### config.mk
export PLATFORM = sky130hd
export DESIGN_NAME = ex_mem_flat
export DESIGN_NICKNAME = d
export VERILOG_FILES = /design/src/rtl/ex_mem_pkg.sv /design/src/rtl/ex_mem_if.sv /design/src/rtl/ex_mem.sv /design/src/flat_wrapper.sv
export SDC_FILE = /design/constraint.sdc
export NUM_CORES = 1
export LEC_CHECK = 0
export CORE_AREA = 5 5 212 214
export CTS_CLUSTER_DIAMETER = 100
export DETAILED_ROUTE_END_ITERATION = 10
export DIE_AREA = 0 0 217 219
export GPL_TIMING_DRIVEN = 0
export PLACE_DENSITY = 0.56
export SLEW_MARGIN = 20
export SYNTH_ARGS = -nofsm -noshare
export SYNTH_HDL_FRONTEND = slang
export SYNTH_SLANG_ARGS = --single-unit
### constraint.sdc
create_clock -name clk -period 0.8 [get_ports clk]
set_clock_uncertainty 0.1 [all_clocks]
set_input_delay 0.24 -clock clk [delete_from_list [all_inputs] [get_ports clk]]
set_output_delay 0.24 -clock clk [all_outputs]
set_load 0.02 [all_outputs]
### src/rtl/ex_mem_pkg.sv
// Shared constants and types for the EX/MEM pipeline register.
// Holds the core-wide widths, ALU op codes and the stage update decoder.
package ex_mem_pkg;

    localparam int DATA_W    = 32;
    localparam int REGADDR_W = 5;
    localparam int ALUOP_W   = 8;
    localparam int CNT_W     = 2;
    localparam int STALL_W   = 6;

    localparam int STALL_EX  = 3;
    localparam int STALL_MEM = 4;

    localparam logic [DATA_W-1:0]    ZEROWORD       = '0;
    localparam logic [REGADDR_W-1:0] NOPREGADDR     = '0;
    localparam logic                 WRITEDISABLE   = 1'b0;
    localparam logic                 NOTINDELAYSLOT = 1'b0;
    localparam logic                 STOP           = 1'b1;
    localparam logic                 NOSTOP         = 1'b0;

    typedef enum logic [ALUOP_W-1:0] {
        EXE_NOP_OP   = 8'h00,
        EXE_AND_OP   = 8'h24,
        EXE_OR_OP    = 8'h25,
        EXE_ADD_OP   = 8'h20,
        EXE_MADD_OP  = 8'hA6,
        EXE_MADDU_OP = 8'hA8,
        EXE_MSUB_OP  = 8'hAA,
        EXE_MSUBU_OP = 8'hAB,
        EXE_LB_OP    = 8'hE0,
        EXE_LW_OP    = 8'hE3,
        EXE_SB_OP    = 8'hE8,
        EXE_SW_OP    = 8'hEB
    } aluop_e;

    typedef enum logic [1:0] {
        UPD_FLUSH,
        UPD_BUBBLE,
        UPD_ADVANCE,
        UPD_HOLD
    } upd_e;

    // Flush beats every stall; an EX stall with MEM running drains MEM with a bubble.
    function automatic upd_e decode_update(input logic [STALL_W-1:0] stall,
                                           input logic               flush);
        if (flush) begin
            return UPD_FLUSH;
        end
        if (stall[STALL_EX] == STOP && stall[STALL_MEM] == NOSTOP) begin
            return UPD_BUBBLE;
        end
        if (stall[STALL_EX] == NOSTOP) begin
            return UPD_ADVANCE;
        end
        return UPD_HOLD;
    endfunction

endpackage

### src/rtl/ex_mem_if.sv
// EX-to-MEM pipeline bus, plus the accumulate bookkeeping returned to EX.
// The slave modport is the pipeline register; master is the EX/MEM side.
interface ex_mem_if #(
    parameter int DATA_W    = ex_mem_pkg::DATA_W,
    parameter int REGADDR_W = ex_mem_pkg::REGADDR_W,
    parameter int ALUOP_W   = ex_mem_pkg::ALUOP_W,
    parameter int CNT_W     = ex_mem_pkg::CNT_W
);

    logic [REGADDR_W-1:0] ex_wd;
    logic                 ex_wreg;
    logic [DATA_W-1:0]    ex_wdata;
    logic                 ex_whilo;
    logic [DATA_W-1:0]    ex_hi;
    logic [DATA_W-1:0]    ex_lo;
    logic [ALUOP_W-1:0]   ex_aluop;
    logic [DATA_W-1:0]    ex_mem_addr;
    logic [DATA_W-1:0]    ex_reg2;
    logic                 ex_is_in_delayslot;
    logic [DATA_W-1:0]    ex_inst_addr;
    logic [2*DATA_W-1:0]  hilo_i;
    logic [CNT_W-1:0]     cnt_i;

    logic [REGADDR_W-1:0] mem_wd;
    logic                 mem_wreg;
    logic [DATA_W-1:0]    mem_wdata;
    logic                 mem_whilo;
    logic [DATA_W-1:0]    mem_hi;
    logic [DATA_W-1:0]    mem_lo;
    logic [ALUOP_W-1:0]   mem_aluop;
    logic [DATA_W-1:0]    mem_mem_addr;
    logic [DATA_W-1:0]    mem_reg2;
    logic                 mem_is_in_delayslot;
    logic [DATA_W-1:0]    mem_inst_addr;
    logic [2*DATA_W-1:0]  hilo_o;
    logic [CNT_W-1:0]     cnt_o;

    modport master (
        output ex_wd, ex_wreg, ex_wdata, ex_whilo, ex_hi, ex_lo, ex_aluop,
               ex_mem_addr, ex_reg2, ex_is_in_delayslot, ex_inst_addr,
               hilo_i, cnt_i,
        input  mem_wd, mem_wreg, mem_wdata, mem_whilo, mem_hi, mem_lo, mem_aluop,
               mem_mem_addr, mem_reg2, mem_is_in_delayslot, mem_inst_addr,
               hilo_o, cnt_o
    );

    modport slave (
        input  ex_wd, ex_wreg, ex_wdata, ex_whilo, ex_hi, ex_lo, ex_aluop,
               ex_mem_addr, ex_reg2, ex_is_in_delayslot, ex_inst_addr,
               hilo_i, cnt_i,
        output mem_wd, mem_wreg, mem_wdata, mem_whilo, mem_hi, mem_lo, mem_aluop,
               mem_mem_addr, mem_reg2, mem_is_in_delayslot, mem_inst_addr,
               hilo_o, cnt_o
    );

endinterface

### src/rtl/ex_mem.sv
// EX/MEM pipeline register: captures EX results for MEM, applies stall/flush,
// and parks the first MADD/MSUB step so a two-cycle accumulate survives its stall.
module ex_mem #(
    parameter int DATA_W    = ex_mem_pkg::DATA_W,
    parameter int REGADDR_W = ex_mem_pkg::REGADDR_W,
    parameter int ALUOP_W   = ex_mem_pkg::ALUOP_W,
    parameter int CNT_W     = ex_mem_pkg::CNT_W
) (
    input  logic       clk,
    input  logic       rst,
    input  logic [5:0] stall,
    input  logic       flush,
    ex_mem_if.slave    bus
);

    import ex_mem_pkg::*;

    typedef struct packed {
        logic [REGADDR_W-1:0] wd;
        logic                 wreg;
        logic [DATA_W-1:0]    wdata;
        logic                 whilo;
        logic [DATA_W-1:0]    hi;
        logic [DATA_W-1:0]    lo;
        logic [ALUOP_W-1:0]   aluop;
        logic [DATA_W-1:0]    mem_addr;
        logic [DATA_W-1:0]    reg2;
        logic                 is_in_delayslot;
        logic [DATA_W-1:0]    inst_addr;
    } stage_t;

    // A bubble never writes GPRs or HI/LO and decodes as a NOP in MEM.
    function automatic stage_t bubble();
        stage_t b;
        b                 = '0;
        b.wd              = REGADDR_W'(NOPREGADDR);
        b.wreg            = WRITEDISABLE;
        b.wdata           = DATA_W'(ZEROWORD);
        b.whilo           = WRITEDISABLE;
        b.hi              = DATA_W'(ZEROWORD);
        b.lo              = DATA_W'(ZEROWORD);
        b.aluop           = ALUOP_W'(EXE_NOP_OP);
        b.mem_addr        = DATA_W'(ZEROWORD);
        b.reg2            = DATA_W'(ZEROWORD);
        b.is_in_delayslot = NOTINDELAYSLOT;
        b.inst_addr       = DATA_W'(ZEROWORD);
        return b;
    endfunction

    stage_t              stage_d, stage_q;
    stage_t              ex_stage;
    logic [2*DATA_W-1:0] hilo_d, hilo_q;
    logic [CNT_W-1:0]    cnt_d, cnt_q;
    upd_e                upd;

    always_comb begin
        ex_stage.wd              = bus.ex_wd;
        ex_stage.wreg            = bus.ex_wreg;
        ex_stage.wdata           = bus.ex_wdata;
        ex_stage.whilo           = bus.ex_whilo;
        ex_stage.hi              = bus.ex_hi;
        ex_stage.lo              = bus.ex_lo;
        ex_stage.aluop           = bus.ex_aluop;
        ex_stage.mem_addr        = bus.ex_mem_addr;
        ex_stage.reg2            = bus.ex_reg2;
        ex_stage.is_in_delayslot = bus.ex_is_in_delayslot;
        ex_stage.inst_addr       = bus.ex_inst_addr;
    end

    assign upd = decode_update(stall, flush);

    // NOTE: defaults first (hold) so every path assigns every output and no latch is inferred.
    always_comb begin
        stage_d = stage_q;
        hilo_d  = hilo_q;
        cnt_d   = cnt_q;
        unique case (upd)
            UPD_FLUSH: begin
                stage_d = bubble();
                hilo_d  = '0;
                cnt_d   = '0;
            end
            UPD_BUBBLE: begin
                stage_d = bubble();
                hilo_d  = bus.hilo_i;
                cnt_d   = bus.cnt_i;
            end
            UPD_ADVANCE: begin
                stage_d = ex_stage;
                hilo_d  = '0;
                cnt_d   = '0;
            end
            UPD_HOLD: begin
                stage_d = stage_q;
            end
            default: begin
                stage_d = stage_q;
            end
        endcase
    end

    // NOTE: non-blocking assignments for state so all flops sample pre-edge values together.
    always_ff @(posedge clk or negedge rst) begin
        if (!rst) begin
            stage_q <= bubble();
            hilo_q  <= '0;
            cnt_q   <= '0;
        end else begin
            stage_q <= stage_d;
            hilo_q  <= hilo_d;
            cnt_q   <= cnt_d;
        end
    end

    assign bus.mem_wd              = stage_q.wd;
    assign bus.mem_wreg            = stage_q.wreg;
    assign bus.mem_wdata           = stage_q.wdata;
    assign bus.mem_whilo           = stage_q.whilo;
    assign bus.mem_hi              = stage_q.hi;
    assign bus.mem_lo              = stage_q.lo;
    assign bus.mem_aluop           = stage_q.aluop;
    assign bus.mem_mem_addr        = stage_q.mem_addr;
    assign bus.mem_reg2            = stage_q.reg2;
    assign bus.mem_is_in_delayslot = stage_q.is_in_delayslot;
    assign bus.mem_inst_addr       = stage_q.inst_addr;
    assign bus.hilo_o              = hilo_q;
    assign bus.cnt_o               = cnt_q;

endmodule

### src/flat_wrapper.sv
// flat-port wrapper written by rule: the top's interface ports become plain ports
module ex_mem_flat import ex_mem_pkg::*;
#(
    parameter int DATA_W    = ex_mem_pkg::DATA_W,
    parameter int REGADDR_W = ex_mem_pkg::REGADDR_W,
    parameter int ALUOP_W   = ex_mem_pkg::ALUOP_W,
    parameter int CNT_W     = ex_mem_pkg::CNT_W
)
  (clk, rst, stall, flush, bus_ex_wd, bus_ex_wreg, bus_ex_wdata, bus_ex_whilo, bus_ex_hi, bus_ex_lo, bus_ex_aluop, bus_ex_mem_addr, bus_ex_reg2, bus_ex_is_in_delayslot, bus_ex_inst_addr, bus_hilo_i, bus_cnt_i, bus_mem_wd, bus_mem_wreg, bus_mem_wdata, bus_mem_whilo, bus_mem_hi, bus_mem_lo, bus_mem_aluop, bus_mem_mem_addr, bus_mem_reg2, bus_mem_is_in_delayslot, bus_mem_inst_addr, bus_hilo_o, bus_cnt_o);
  ex_mem_if #(.DATA_W(DATA_W), .REGADDR_W(REGADDR_W), .ALUOP_W(ALUOP_W), .CNT_W(CNT_W)) bus_i ();
  input  logic clk;
  input  logic rst;
  input  logic [5:0] stall;
  input  logic flush;
  input wire logic [$bits(bus_i.ex_wd)-1:0] bus_ex_wd;
  input wire logic [$bits(bus_i.ex_wreg)-1:0] bus_ex_wreg;
  input wire logic [$bits(bus_i.ex_wdata)-1:0] bus_ex_wdata;
  input wire logic [$bits(bus_i.ex_whilo)-1:0] bus_ex_whilo;
  input wire logic [$bits(bus_i.ex_hi)-1:0] bus_ex_hi;
  input wire logic [$bits(bus_i.ex_lo)-1:0] bus_ex_lo;
  input wire logic [$bits(bus_i.ex_aluop)-1:0] bus_ex_aluop;
  input wire logic [$bits(bus_i.ex_mem_addr)-1:0] bus_ex_mem_addr;
  input wire logic [$bits(bus_i.ex_reg2)-1:0] bus_ex_reg2;
  input wire logic [$bits(bus_i.ex_is_in_delayslot)-1:0] bus_ex_is_in_delayslot;
  input wire logic [$bits(bus_i.ex_inst_addr)-1:0] bus_ex_inst_addr;
  input wire logic [$bits(bus_i.hilo_i)-1:0] bus_hilo_i;
  input wire logic [$bits(bus_i.cnt_i)-1:0] bus_cnt_i;
  output wire logic [$bits(bus_i.mem_wd)-1:0] bus_mem_wd;
  output wire logic [$bits(bus_i.mem_wreg)-1:0] bus_mem_wreg;
  output wire logic [$bits(bus_i.mem_wdata)-1:0] bus_mem_wdata;
  output wire logic [$bits(bus_i.mem_whilo)-1:0] bus_mem_whilo;
  output wire logic [$bits(bus_i.mem_hi)-1:0] bus_mem_hi;
  output wire logic [$bits(bus_i.mem_lo)-1:0] bus_mem_lo;
  output wire logic [$bits(bus_i.mem_aluop)-1:0] bus_mem_aluop;
  output wire logic [$bits(bus_i.mem_mem_addr)-1:0] bus_mem_mem_addr;
  output wire logic [$bits(bus_i.mem_reg2)-1:0] bus_mem_reg2;
  output wire logic [$bits(bus_i.mem_is_in_delayslot)-1:0] bus_mem_is_in_delayslot;
  output wire logic [$bits(bus_i.mem_inst_addr)-1:0] bus_mem_inst_addr;
  output wire logic [$bits(bus_i.hilo_o)-1:0] bus_hilo_o;
  output wire logic [$bits(bus_i.cnt_o)-1:0] bus_cnt_o;
  assign bus_i.ex_wd = bus_ex_wd;
  assign bus_i.ex_wreg = bus_ex_wreg;
  assign bus_i.ex_wdata = bus_ex_wdata;
  assign bus_i.ex_whilo = bus_ex_whilo;
  assign bus_i.ex_hi = bus_ex_hi;
  assign bus_i.ex_lo = bus_ex_lo;
  assign bus_i.ex_aluop = bus_ex_aluop;
  assign bus_i.ex_mem_addr = bus_ex_mem_addr;
  assign bus_i.ex_reg2 = bus_ex_reg2;
  assign bus_i.ex_is_in_delayslot = bus_ex_is_in_delayslot;
  assign bus_i.ex_inst_addr = bus_ex_inst_addr;
  assign bus_i.hilo_i = bus_hilo_i;
  assign bus_i.cnt_i = bus_cnt_i;
  assign bus_mem_wd = bus_i.mem_wd;
  assign bus_mem_wreg = bus_i.mem_wreg;
  assign bus_mem_wdata = bus_i.mem_wdata;
  assign bus_mem_whilo = bus_i.mem_whilo;
  assign bus_mem_hi = bus_i.mem_hi;
  assign bus_mem_lo = bus_i.mem_lo;
  assign bus_mem_aluop = bus_i.mem_aluop;
  assign bus_mem_mem_addr = bus_i.mem_mem_addr;
  assign bus_mem_reg2 = bus_i.mem_reg2;
  assign bus_mem_is_in_delayslot = bus_i.mem_is_in_delayslot;
  assign bus_mem_inst_addr = bus_i.mem_inst_addr;
  assign bus_hilo_o = bus_i.hilo_o;
  assign bus_cnt_o = bus_i.cnt_o;
  ex_mem #(.DATA_W(DATA_W), .REGADDR_W(REGADDR_W), .ALUOP_W(ALUOP_W), .CNT_W(CNT_W)) u_core (.clk(clk), .rst(rst), .stall(stall), .flush(flush), .bus(bus_i));
endmodule
[Yosys cells after proc, flatten, opt, wreduce, memory -nomap -nowiden]
Index checks and enable logic that the tools add are counted.
Cells by class
  mux-type cells: 15
  eq/ne operators: 3
  bitwise operators: 1
  reductions and logical operators: 5
Operators by type and width (number)
  208-bit case mux with 2 select lines: 1
  64-bit case mux with 2 select lines: 1
  2-bit two-way mux: 6
  1-bit two-way mux: 6
  2-bit equality test, second input constant: 2
  2-bit case mux with 2 select lines: 1
  2-bit OR reduction: 2
  2-bit by 1-bit equality test with 1-bit output, second input constant: 1
  2-bit zero test: 1
  2-bit nonzero test: 1
  1-bit logical AND: 1
  1-bit inverter: 1
Storage, ports and cells
  logic and storage cells: 37
  bits in registers: 274
  input port bits: 283

[Longest topological paths before layout]
Gate-level depths: netlist of the first run.
  depth in word-level cells: 12
  mapped depth: 5
  mapped depth without buffers: 2

[Worst setup path before layout of the first run]
Ideal clock, no wire load.
  path kind: input -> register
  start point: in stall[3]
  end point: reg u_core.stage_q (netlist bit u_core.bus.mem_hi[0])
  setup time: 0.122 ns
  stages: 5
  data arrival time: 0.990 ns
  data required time: 0.578 ns
  buffers on the path: 3
  slack: -0.411 ns
  path through: nor2b_1 -> buf_6 -> buf_6 -> buf_6 -> a32o_1
Between the ends
  cells in the longest elaborated chain, start to end: 9
  elaborated cells on any way between the ends: 17
  those cells by class: eq/ne (3); mux (11); reduce/logical (3)
RTL lines
  from (decl): RTL line flat_wrapper.sv:13  | input logic [5:0] stall;
  1-bit two-way mux / 1-bit logical AND (equally long branches): RTL line ex_mem_pkg.sv:52, ex_mem_pkg.sv:49
  1-bit two-way mux / 2-bit two-way mux (equally long branches): RTL line ex_mem_pkg.sv:52, ex_mem_pkg.sv:49
  1-bit two-way mux / 2-bit two-way mux (equally long branches): RTL line ex_mem_pkg.sv:49, ex_mem_pkg.sv:52
  2-bit two-way mux: RTL line ex_mem_pkg.sv:55  | return UPD_HOLD;
  2-bit two-way mux (*): RTL line ex_mem_pkg.sv:52  | if (stall[STALL_EX] == NOSTOP) begin
  2-bit two-way mux (*): RTL line ex_mem_pkg.sv:49  | if (stall[STALL_EX] == STOP && stall[STALL_MEM] == NOSTOP) begin
  2-bit by 1-bit equality test with 1-bit output / 2-bit zero test (equally long branches): RTL line ex_mem.sv:77  | unique case (upd)
  2-bit OR reduction (no line)
  208-bit case mux with 2 select lines: RTL line ex_mem.sv:77
  to (signal assigned): RTL line ex_mem.sv:105  | stage_q <= bubble();
  to (signal assigned): RTL line ex_mem.sv:109  | stage_q <= stage_d;
  to (decl): RTL line ex_mem.sv:50  | stage_t stage_d, stage_q;
Mark *: on every way between the ends. The rest lies on a longest branch, timed or not. The select of a mux whose other input is x is not followed.
A chain may end at the register's enable or synchronous reset.

[Worst setup path after layout of the first run]
  start point: reg u_core.stage_q (netlist bit u_core.bus.mem_wdata[18])
  end point: out bus_mem_wdata[18]
RTL lines
  to (decl): RTL line flat_wrapper.sv:30  | output wire logic [$bits(bus_i.mem_wdata)-1:0] bus_mem_wdata;
No word-level cell between the ends.

==> results.cfg, run 1 <==
[outcome]
status = finished with violations
violations = negative hold slack, negative setup slack

[worst_setup_path]
path_cells = buf_6
crit_cells = 1
path_max_fanout = 2
crit_path_start_kind = register
r2r.worst_path.cells = 3
crit_slowest_cell = dfrtp_1
endpoint_kind = primary output
required_ps = 460
crit_buf_inv = 1
arrival_ps = 1120
critPathTopFamily = flip-flops
worst-setup-path-type = reg2out
cp_slowest_stage_delay_ps = 430

[yosys]
synthXorXnorAreaFrac = 0
ys_types = 11
ys_warn_count = 0
synthMuxAreaShare = 0.0639
ys.flop_type = dfrtp_1
ys_ff_latch = 274
synth_edf_count = 0
synth-adder-area-share = 0
synth_top_family_by_area = compound AO/OA/AOI/OAI gates
yosys-top-cells-area = dfrtp_1, a32o_1, mux2i_1
yosys.cell_count.top_type = dfrtp_1
synthTopCellsByCount = dfrtp_1, a32o_1, mux2i_1, nor2_1, clkbuf_1
async_flop_share = 1.00
synth_top_area_share = 0.663
syn_avg_cell_area_um2 = 14.8
synthesis.area_mm2 = 0.0103
synth_top_cell_by_area = dfrtp_1
synth_simple_gate_area_share = 0.0262
syn_nets = 983
synthCells = 700
synth_seq_area_share = 0.663
synth-compound-area-share = 0.201

[timing]
whs_ps = -499
finalWorstSetupSlack_ps = -657
finalCriticalPeriod_ps = 1460
post-route-period-util = 1.82
setup_viol = 524
finalHoldViolCount = 112
slew_headroom = 0.625
rsz0062_at_grt = true
fmax_ghz = 0.686
tightestPinTransition_ps = 563
drv_slew = 0

[cts]
clk_path_buf_depth = 3
cts_root_buf = clkbuf_16
cts_buffers = 34
clk_pin_slew_ps = 60
cts_tree = built
cts.sinks = 274
worstSkewPairLatency_ps = 520
h-tree-depth = 2

[floorplan]
die-area_mm2 = 0.0475
io-pin-count = 557
rows = 76
die_y_um = 219
start_util = 0.242
fp.dieW_um = 217
coreArea_mm2 = 0.0427

[power]
p_leak_nw = 9.32
ir_drop_mv = 1.55
p_per_area_mw_per_mm2 = 1860

[global_routing]
grt_max_degree = 78
antenna_found_initial = 2
grt_pass1_vias = 10026
grt_pass1_wl_um = 64400
grt_overflow = 0
grt_usage = 0.176

[place]
dp_slack_ps = -1610
gp_congestion = 0.785
numPortBuffers = 551
hpwlAfterDp_um = 32000

[cells_and_area]
fill_cells = 3853
area_growth_pct = 93.1
drive_gt1_frac = 0.380
regArea_mm2 = 0.00686
multi_input_area_mm2 = 0.00304
nNetsFinal = 1699
final_util = 0.468

[routing]
ant_nets = 0
drt-pass1-iter-count = 5
dr.first_iter.drc_count = 490
wl_per_cell_um = 22.7
via_per_inst = 4.74
drcViolationCount = 0
via_count = 9427
totalWireLength_um = 45200

[hold_path]
hold_class = in2async

[job]
maxCapViolCount = 0
[final timing paths]
check | startpoint | endpoint | slack, ps
setup / recovery | u_core.bus.mem_wdata[18]$_DFFE_PN0P_ | bus_mem_wdata[18] | -660
hold / removal | rst | u_core.bus.hilo_o[25]$_DFFE_PN0P_ | -500
setup reg to reg | u_core.bus.mem_mem_addr[15]$_DFFE_PN0P_ | u_core.bus.mem_mem_addr[15]$_DFFE_PN0P_ | -280
hold reg to reg | u_core.bus.mem_reg2[15]$_DFFE_PN0P_ | u_core.bus.mem_reg2[15]$_DFFE_PN0P_ | 450
max in group asynchronous | rst | u_core.bus.hilo_o[45]$_DFFE_PN0P_ | 160
min in group clk | stall[4] | u_core.bus.cnt_o[0]$_DFFE_PN0P_ | 100
[routing by layer]
| metal | global-route usage | vias to the layer above | share of wire |
|---|---|---|---|
| met4 | 0.0577 | 0 | 0.026 |
| li1 | - | 4217 | - |
| met2 | 0.304 | 402 | 0.51 |
| met1 | 0.206 | 4744 | 0.39 |
| met3 | 0.0596 | 64 | 0.082 |
| met5 | 0 | - | 0 |
[cell type report]
cell class	instances	share of cell area
Multi-Input combinational cell	343	0.152
Sequential cell	274	0.343
Clock buffer	51	0.0518
Timing Repair Buffer	682	0.373
Buffer	81	0.0406
Clock inverter	10	0.00507
Tap cell	546	0.0342
Antenna cell	2	0.000251
[placed cells by master, fill, tap and decap left out, types with 14 or more instances in the layout]
cell type	count
clkbuf_8	20
clkbuf_2	14
a32o_1	204
clkdlybuf4s50_1	274
nor2_1	66
buf_6	324
clkbuf_16	45
buf_8	21
mux2i_1	65
dfrtp_1	274
buf_4	68
[state kept, by name, indices dropped and copies added (netlist names)]
name,flops
u_core.bus.hilo_o,64
u_core.bus.mem_hi,32
u_core.bus.mem_inst_addr,32
u_core.bus.mem_lo,32
u_core.bus.mem_mem_addr,32
u_core.bus.mem_reg2,32
u_core.bus.mem_wdata,32
u_core.bus.mem_aluop,8
u_core.bus.mem_wd,5
u_core.bus.cnt_o,2
u_core.bus.mem_is_in_delayslot,1
u_core.bus.mem_whilo,1
u_core.bus.mem_wreg,1
[per-stage QoR]
step	std cells	hold WS, ps	cell area (um^2)	setup TNS [ps]	power, mW
2_1_floorplan	700	-156	10500	-87070	17.2
3_3_place_gp	1797	406	16700	-4046190	20.6
3_5_place_dp	1800	96.2	16800	-604820	20.7
4_1_cts	1936	-541	19200	-202420	37.3
5_1_grt	1989	-501	20000	-210620	38.7
6_report	1989	-499	20000	-193770	37.2
[power breakdown]
| group | switching [mW] | internal [mW] | total (mW) | leakage, nW |
|---|---|---|---|---|
| clock network | 6.25 | 9.32 | 15.6 | 0.566 |
| registers | 0.478 | 14.5 | 14.9 | 3.69 |
| logic | 2.84 | 3.80 | 6.64 | 5.07 |
| total | 9.57 | 27.6 | 37.2 | 9.32 |
[logic make-up (layout without fill, tap and decap cells)]
family | Yosys count | after routing
other | 0 | 2
AO/OA/AOI/OAI | 208 | 208
buffers and inverters | 83 | 824
multiplexers | 66 | 66
flip-flops | 274 | 274
AND/OR/NAND/NOR | 69 | 69
[what timing repair did]
item	in CTS	in global routing
buffers inserted	70	52
endpoints found under the setup margin	710	667
endpoints found under the hold margin	112	112
gates cloned	7	11
gates resized for setup	1761	75
pin swaps	79	101
No activity file was read; power rests on OpenSTA's default activity.
==> run 2: changes to the inputs <==
Settings changed: ABC_CLOCK_PERIOD_IN_PS set to 800.
==> results of run 2 <==
Final layout, timing and power as in run 1 (identical DEF).
